==> src/rtl/clock_gen_pkg.sv <==
// Shared definitions for the programmable clock divider: minimum ratio, ratio clamp, ratio type.
package clock_gen_pkg;

  localparam int unsigned DIV_MIN       = 2;
  localparam int          DIV_W_DEFAULT = 8;

  typedef logic [DIV_W_DEFAULT-1:0] div_t;

  // Ratios of 0 and 1 cannot form a period with both a high and a low phase.
  function automatic int unsigned clamp_div(input int unsigned n);
    return (n < DIV_MIN) ? DIV_MIN : n;
  endfunction

endpackage

==> src/rtl/clock_gen_cnt.sv <==
// Period counter for clock_gen: wrap detection and period-boundary ratio swap.
module clock_gen_cnt
  import clock_gen_pkg::*;
#(
  parameter int          DIV_W       = 8,
  parameter int unsigned DIV_DEFAULT = 2
) (
  input  logic             clk,
  input  logic             rst,
  input  logic             en,
  input  logic [DIV_W-1:0] div,
  input  logic             div_load,
  output logic [DIV_W-1:0] cnt_n,
  output logic             wrap,
  output logic [DIV_W-1:0] div_cur
);

  localparam logic [DIV_W-1:0] DIV_RST = DIV_W'(clamp_div(DIV_DEFAULT));

  logic [DIV_W-1:0] cnt;
  logic [DIV_W-1:0] div_pend;
  logic [DIV_W-1:0] div_in;
  logic [DIV_W-1:0] div_park;
  logic             pend_vld;

  assign div_in   = DIV_W'(clamp_div(32'(div)));
  assign div_park = pend_vld ? div_pend : div_cur;
  assign cnt_n    = (cnt == div_cur - 1'b1) ? '0 : cnt + 1'b1;
  assign wrap     = (cnt_n == '0);

  // A strobe in the same cycle as a wrap is stored after the swap, so it waits for the next wrap.
  always_ff @(posedge clk or posedge rst) begin
    if (rst) begin
      cnt      <= DIV_RST - 1'b1;
      div_cur  <= DIV_RST;
      div_pend <= DIV_RST;
      pend_vld <= 1'b0;
    end else begin
      if (!en) begin
        div_cur  <= div_park;
        cnt      <= div_park - 1'b1;
        pend_vld <= 1'b0;
      end else begin
        cnt <= cnt_n;
        if (wrap && pend_vld) begin
          div_cur  <= div_pend;
          pend_vld <= 1'b0;
        end
      end
      if (div_load) begin
        div_pend <= div_in;
        pend_vld <= 1'b1;
      end
    end
  end

endmodule

==> src/rtl/clock_gen.sv <==
// Programmable integer clock divider with registered clk_out and tick outputs.
// Define CLOCK_GEN_ODD_DUTY50_EN to stretch odd-ratio high phases by half a clk for 50% duty.
module clock_gen
  import clock_gen_pkg::*;
#(
  parameter int          DIV_W       = 8,
  parameter int unsigned DIV_DEFAULT = 2
) (
  input  logic             clk,
  input  logic             rst,
  input  logic             en,
  input  logic [DIV_W-1:0] div,
  input  logic             div_load,
  output logic             clk_out,
  output logic             tick,
  output logic [DIV_W-1:0] div_cur
);

  logic [DIV_W-1:0] cnt_n;
  logic [DIV_W-1:0] h;
  logic             wrap;
  logic             clk_q;

  clock_gen_cnt #(
    .DIV_W       (DIV_W),
    .DIV_DEFAULT (DIV_DEFAULT)
  ) u_cnt (
    .clk      (clk),
    .rst      (rst),
    .en       (en),
    .div      (div),
    .div_load (div_load),
    .cnt_n    (cnt_n),
    .wrap     (wrap),
    .div_cur  (div_cur)
  );

  assign h = div_cur >> 1;

  always_ff @(posedge clk or posedge rst) begin
    if (rst) begin
      clk_q <= 1'b0;
      tick  <= 1'b0;
    end else if (!en) begin
      clk_q <= 1'b0;
      tick  <= 1'b0;
    end else begin
      clk_q <= (cnt_n < h);
      tick  <= wrap;
    end
  end

`ifdef CLOCK_GEN_ODD_DUTY50_EN
  logic neg_q;

  // Half-cycle delayed copy; only odd ratios OR it in, even ratios already have 50% duty.
  always_ff @(negedge clk or posedge rst) begin
    if (rst)      neg_q <= 1'b0;
    else if (!en) neg_q <= 1'b0;
    else          neg_q <= clk_q;
  end

  assign clk_out = clk_q | (neg_q & div_cur[0]);
`else
  assign clk_out = clk_q;
`endif

endmodule

==> config.mk <==
export PLATFORM = sky130hd
export DESIGN_NAME = clock_gen
export DESIGN_NICKNAME = d
export VERILOG_FILES = /design/src/rtl/clock_gen_pkg.sv /design/src/rtl/clock_gen_cnt.sv /design/src/rtl/clock_gen.sv
export SDC_FILE = /design/constraint.sdc
export NUM_CORES = 1
export LEC_CHECK = 0
export ABC_AREA = 1
export CAP_MARGIN = 15
export CORE_MARGIN = 2
export CORE_UTILIZATION = 46
export CTS_CLUSTER_SIZE = 14
export DETAILED_ROUTE_END_ITERATION = 6
export PLACE_DENSITY = 0.67
export SLEW_MARGIN = 25
export SYNTH_ARGS = -nofsm -noshare
export SYNTH_HDL_FRONTEND = slang
export SYNTH_SLANG_ARGS = --single-unit
==> constraint.sdc <==
create_clock -name clk -period 5.98 [get_ports clk]
set_input_delay 0.598 -clock clk [delete_from_list [all_inputs] [get_ports clk]]
set_output_delay 0.598 -clock clk [all_outputs]
set_load 0.02 [all_outputs]
# ---- Yosys cells after proc, flatten, opt, wreduce, memory -nomap -nowiden
# Index checks and enable logic that the tools add are counted.
dict set report word_totals {
  register_bits 27
  latchBits 0
  ramBits 0
  romBits 0
  inputBits 12
  wordCells 27
  memories 0
}
dict set report classes {
  n_addsub 3
  n_mul 0
  div_mod_pow 0
  order_cmp 2
  eq_ne 3
  n_shift 0
  n_mux 11
  n_bitwise 0
  reduce_logical 2
}
# op n
set op_table {}
lappend op_table {{2-to-1 mux 8 bit} 6}
lappend op_table {{subtractor 8 x 1 -> 8 bit (second input constant)} 2}
lappend op_table {{adder 8 x 1 -> 8 bit (second input constant)} 1}
lappend op_table {{== test 8 bit} 1}
lappend op_table {{logical NOT 8 bit} 1}
lappend op_table {{less-than comparator 8 x 2 -> 1 bit (second input constant)} 1}
lappend op_table {{less-than comparator 8 x 7 -> 1 bit} 1}
lappend op_table {{2-to-1 mux 1 bit} 5}
lappend op_table {{inequality test 3 x 1 -> 1 bit (second input constant)} 1}
lappend op_table {{inequality test 2 x 1 -> 1 bit (second input constant)} 1}
lappend op_table {{logical AND 1 bit} 1}

# ---- Longest topological paths before layout
dict set report logic_depth {
  ltp_word 8
  ltp_mapped 18
  mapped_depth_nobuf 18
}

# ---- By module
# From an unflattened synthesis, not the netlist that was laid out.
dict set report unflattened {
  cells_unflattened 318
  area_unflattened_um2 2127.0
}
# mod instances cells_per_inst area_per_inst_um2 seq_area_each_um2
set modules_own_cells {}
lappend modules_own_cells {clock_gen_cnt 1 284 1889.3 629.4}
lappend modules_own_cells {clock_gen 1 34 237.7 50.0}

# ---- Worst setup path before layout
# No wires, ideal clock.
dict set report synth_path {
  path_kind {reg-to-reg}
  start {register u_cnt.div_cur[1]}
  end {register clk_q, in the netlist clk_out}
  setup_ns 0.078
  t_arrival_ns 2.317
  t_required_ns 5.902
  slack_ns 3.586
  path_stages_with_launch 16
  path_buffers 0
  synth_period_minus_slack_ns 2.394
  cell_sequence {dfstp_2 > inv_1 > ha_1 > inv_1 > nand2_1 > nand2_1 > nor2_1 > nand3_1 > a21oi_4 > nand3_4 > inv_1 > nor2_1 > ha_1 > a21oi_1 > nand4_1 > a21oi_1}
}
dict set report synth_between {
  elab_chain_len 5
}
# element line
set synth_rtl {}
lappend synth_rtl {{start: declaration} clock_gen_cnt.sv:15} ;# output logic [DIV_W-1:0] div_cur
lappend synth_rtl {{start signal: assignment} clock_gen_cnt.sv:40} ;# div_cur <= div_park;
lappend synth_rtl {{start signal: assignment} clock_gen_cnt.sv:46} ;# div_cur <= div_pend;
lappend synth_rtl {{subtractor 8 x 1 -> 8 bit} clock_gen_cnt.sv:28} ;# assign cnt_n = (cnt == div_cur - 1'b1) ? '0 : cnt + 1'b1;
lappend synth_rtl {{== test 8 bit} clock_gen_cnt.sv:28}
lappend synth_rtl {{2-to-1 mux 8 bit} clock_gen_cnt.sv:28}
lappend synth_rtl {{less-than comparator 8 x 7 -> 1 bit *} clock_gen.sv:48} ;# clk_q <= (cnt_n < h);
lappend synth_rtl {{2-to-1 mux 1 bit *} clock_gen.sv:44} ;# end else if (!en) begin
lappend synth_rtl {{end signal: assignment} clock_gen.sv:48}
lappend synth_rtl {{end: declaration} clock_gen.sv:22} ;# logic clk_q;
# Mark *: on every way between the ends. The rest lies on a longest branch, timed or not.
# A chain may end at the register's enable or synchronous reset.

# ---- Final worst setup path
dict set report layout_path {
  start {register u_cnt.div_cur[0]}
  end {register clk_q, in the netlist clk_out}
}
dict set report layout_between {
  elab_chain_len 5
}
# element line
set layout_rtl {}
lappend layout_rtl {{subtractor 8 x 1 -> 8 bit} clock_gen_cnt.sv:28}
lappend layout_rtl {{== test 8 bit} clock_gen_cnt.sv:28}
lappend layout_rtl {{2-to-1 mux 8 bit} clock_gen_cnt.sv:28}
lappend layout_rtl {{less-than comparator 8 x 7 -> 1 bit} clock_gen.sv:48}
lappend layout_rtl {{2-to-1 mux 1 bit} clock_gen.sv:44}
# No other way between the ends.

==> run metrics <==
clock transition at the registers of the reported paths=90 ps; number of instances in the synthesized netlist=298; power share of the clock group=15.5%; Synth Cell Area=2020 sq um; Worst Setup End Kind=register; outcome=completed; Inserted Clock Buffers=3; leakage=1.17 nW; drt first pass iters=5; combined global-route utilization of all metal layers=19.3%; Sw Share=42.4%; number of port buffers=21; routed wire length=4340 um; number of synthesized register bits=27; Die W=70.3 um; Flop pwr share=38.3%; setup repair after global routing missed its margin=no; worst-case headroom to the max-slew limit=62.6%; final weighted congestion of routability-driven global placement=0.889; final total negative setup slack=0 ps; post-route total power=0.653 mW; CTS Root Cell=clkbuf_8; number of setup violations in the final report=0; maximum ir drop on the vdd rail=0.000130 V; Internal Pwr Total=0.376 mW; wire length of the first global-routing pass=7860 um; H-tree Lvls=1; Avg Synthesized Cell Area=6.79 sq um; Fin. Hold Viols=0; count of buffering cells on the critical path with inverters included=3; sum of net half-perimeters after detailed placement=3510 um; sequential element share of the synthesized area=33.6%; number of vias after detailed routing=1,862; number of nets with antenna violations after routing=0; routed length per instance=11.8 um; maximum single-stage delay on the critical path=460 ps; crit path DAT=2720 ps; Post CTS Setup Buffer Count=0; required time at the endpoint of the critical path=6170 ps; maximum achievable frequency=396 MHz; number of synthesis warnings=0; # rows=24; Tightest Hold Check Type=reg -> reg; ordered list of cells on the worst path=inv_2 > ha_1 > nand2_1 > nor2_1 > nand2_1 > o21ai_1 > nor2_2 > nand3_4 > inv_1 > nor3_1 > ha_1 > nand2_1 > inv_1 > nand2_1 > nand2_1 > a21oi_1; number of global-route vias before repair=1,789; combinational power share=46.2%; cts-stage hold buffer count=0; initial drt markers=98; core utilization of the finished layout=53.7%; setup skew after layout=5.81 ps; Vert. Die Dim=70.3 um; Net Sw Power=0.277 mW; routed vias/inst=5.07; category of the critical setup timing path=reg -> reg; gr ovfl total=0; nets=337; number of clock sinks seen by CTS=27; minimum hold slack=514 ps; layout filler cell count=451; antenna violations before repair=0; die outline area=4950 sq um; post-cts sizing count=0; count of different cell masters after synthesis=32; transition time of the tightest slew-check pin=562 ps; number of maximum-capacitance constraint violations=0; count of inserted antenna diode cells=0; Core Footprint=4290 sq um; Final Instance Count excl. Fillers=367; layout cells sized above 1=9.21%; Critical Path Slowest Stage Cell=dfrtp_1; Starting Density=47.1%; crit path max fanout=7; signed area change from the synthesized netlist to the final layout=13.9%; portion of the clock cycle consumed by the worst path in the final layout=42.2%; cell family contributing the most delay on the critical path=simple AND/OR/NAND/NOR gates; Final Max Slew Viols=0; Skew-Pair Late Insertion Delay=260 ps; instance count after placement with tap cells included=363; TritonCTS clock tree=yes; library cell appearing most often on the critical path=nand2_1; Max Buffers Root-to-Sink=2; net count of the mapped netlist=319; Boundary Pins=22; time the worst path needs with I/O delays and setup=2520 ps; post-route DRC violation count=0; critical path startpoint category=register; largest net degree at the start of global routing=36; power density over cell area=283 nW/um^2
tightest hold or removal path, stage by stage (launching register included):
cell and delay [ps]:
dfrtp_1 360, nand2_1 60, o21ai_0 70
cells in the mapped netlist:
cell type | n | area [sq um]
or2_2 | 1 | 6.26
nand2_1 | 96 | 360
nor2_1 | 20 | 75.1
buf_1 | 2 | 7.51
o21ai_1 | 4 | 20.0
nand3_1 | 23 | 115
nor3_1 | 1 | 5.00
or4_1 | 1 | 7.51
nand3b_1 | 1 | 7.51
buf_2 | 2 | 10.0
a21oi_4 | 1 | 16.3
nor4_1 | 1 | 6.26
a21oi_1 | 6 | 30.0
a31oi_1 | 2 | 12.5
nand4_1 | 5 | 31.3
xor2_1 | 4 | 35.0
clkbuf_2 | 1 | 5.00
dfrtp_1 | 24 | 601
xnor2_1 | 5 | 43.8
inv_2 | 9 | 33.8
o21ai_0 | 27 | 135
o21bai_1 | 1 | 7.51
nand3_4 | 2 | 35.0
nand2_4 | 1 | 11.3
ha_1 | 9 | 113
nand2_2 | 2 | 12.5
inv_1 | 35 | 131
nor3b_1 | 1 | 7.51
dfstp_2 | 3 | 78.8
nor2_2 | 4 | 25.0
clkbuf_1 | 3 | 11.3
o41ai_4 | 1 | 27.5
cell type report:
class                   instances  area [sq um]  area share, %
repair buffers                 21           205           8.90
multi-input cells             219          1150           49.7
well taps                      52          65.1           2.82
flip-flops and latches         27           679           29.5
clock buffers                   4          45.0           1.95
inverters                      44           165           7.16
layer usage:
metal	vias up	part of all wire (%)	GRT usage (%)	routed length, um
met3	8	2.0	1.44	86
met2	31	49	34.8	2120
met4	0	2.6	6.84	114
met5	-	0	0	0
li1	986	-	-	-
met1	837	47	24.1	2020
cells by family after synthesis:
| logic type | share of synthesized area, % |
|---|---|
| buffers and inverters | 9.83 |
| flip-flops | 33.6 |
| AO/OA/AOI/OAI | 12.3 |
| XOR/XNOR | 3.89 |
| adder cells (fa/ha/maj) | 5.56 |
| AND/OR/NAND/NOR | 34.9 |
cell usage in the layout, fill, tap and decap left out, types with 2 or more instances in the layout:
cell,count
a21oi_1,6
a31oi_1,2
clkbuf_8,3
clkdlybuf4s50_1,20
dfrtp_1,24
dfstp_2,3
ha_1,9
inv_1,34
inv_2,10
nand2_1,96
nand2_2,2
nand3_1,23
nand3_4,2
nand4_1,5
nor2_1,20
nor2_2,4
o21ai_0,27
o21ai_1,4
xnor2_1,5
xor2_1,4
power groups by stage:
stage                     sequential [mW]  clock (mW)  combinational [mW]
after CTS                           0.250       0.102               0.305
after floorplan                     0.250           0               0.224
final                               0.250       0.101               0.302
after detailed placement            0.253           0               0.304
after global routing                0.256       0.113               0.350
after global placement              0.253           0               0.298
flip-flops by register name, indices dropped and copies added, names as in the netlist:
register,count
u_cnt.div_cur,8
u_cnt.div_pend,8
u_cnt.cnt,8
u_cnt.pend_vld,1
tick,1
clk_out,1
stage by stage:
step | cell area [sq um] | setup slack (ps)
3_3_place_gp | 2270 | 3480
6_report | 2310 | 3460
5_1_grt | 2310 | 3160
2_1_floorplan | 2020 | 3590
3_5_place_dp | 2260 | 3440
4_1_cts | 2310 | 3410
path summary, 6_finish.rpt:
kind	start	end	slack, ps	cells after the start
worst max-delay path	u_cnt.div_cur[0]	clk_out	3460	16
worst min-delay path	u_cnt.div_pend[0]	u_cnt.div_pend[0]	510	2
worst max register to register	u_cnt.div_cur[0]	clk_out	3460	16
worst min register to register	u_cnt.div_pend[0]	u_cnt.div_pend[0]	510	2
max in group asynchronous	rst	u_cnt.div_cur[1]	4920	2
min in group asynchronous	rst	u_cnt.pend_vld	690	2
(Power assumes the default switching activity.)
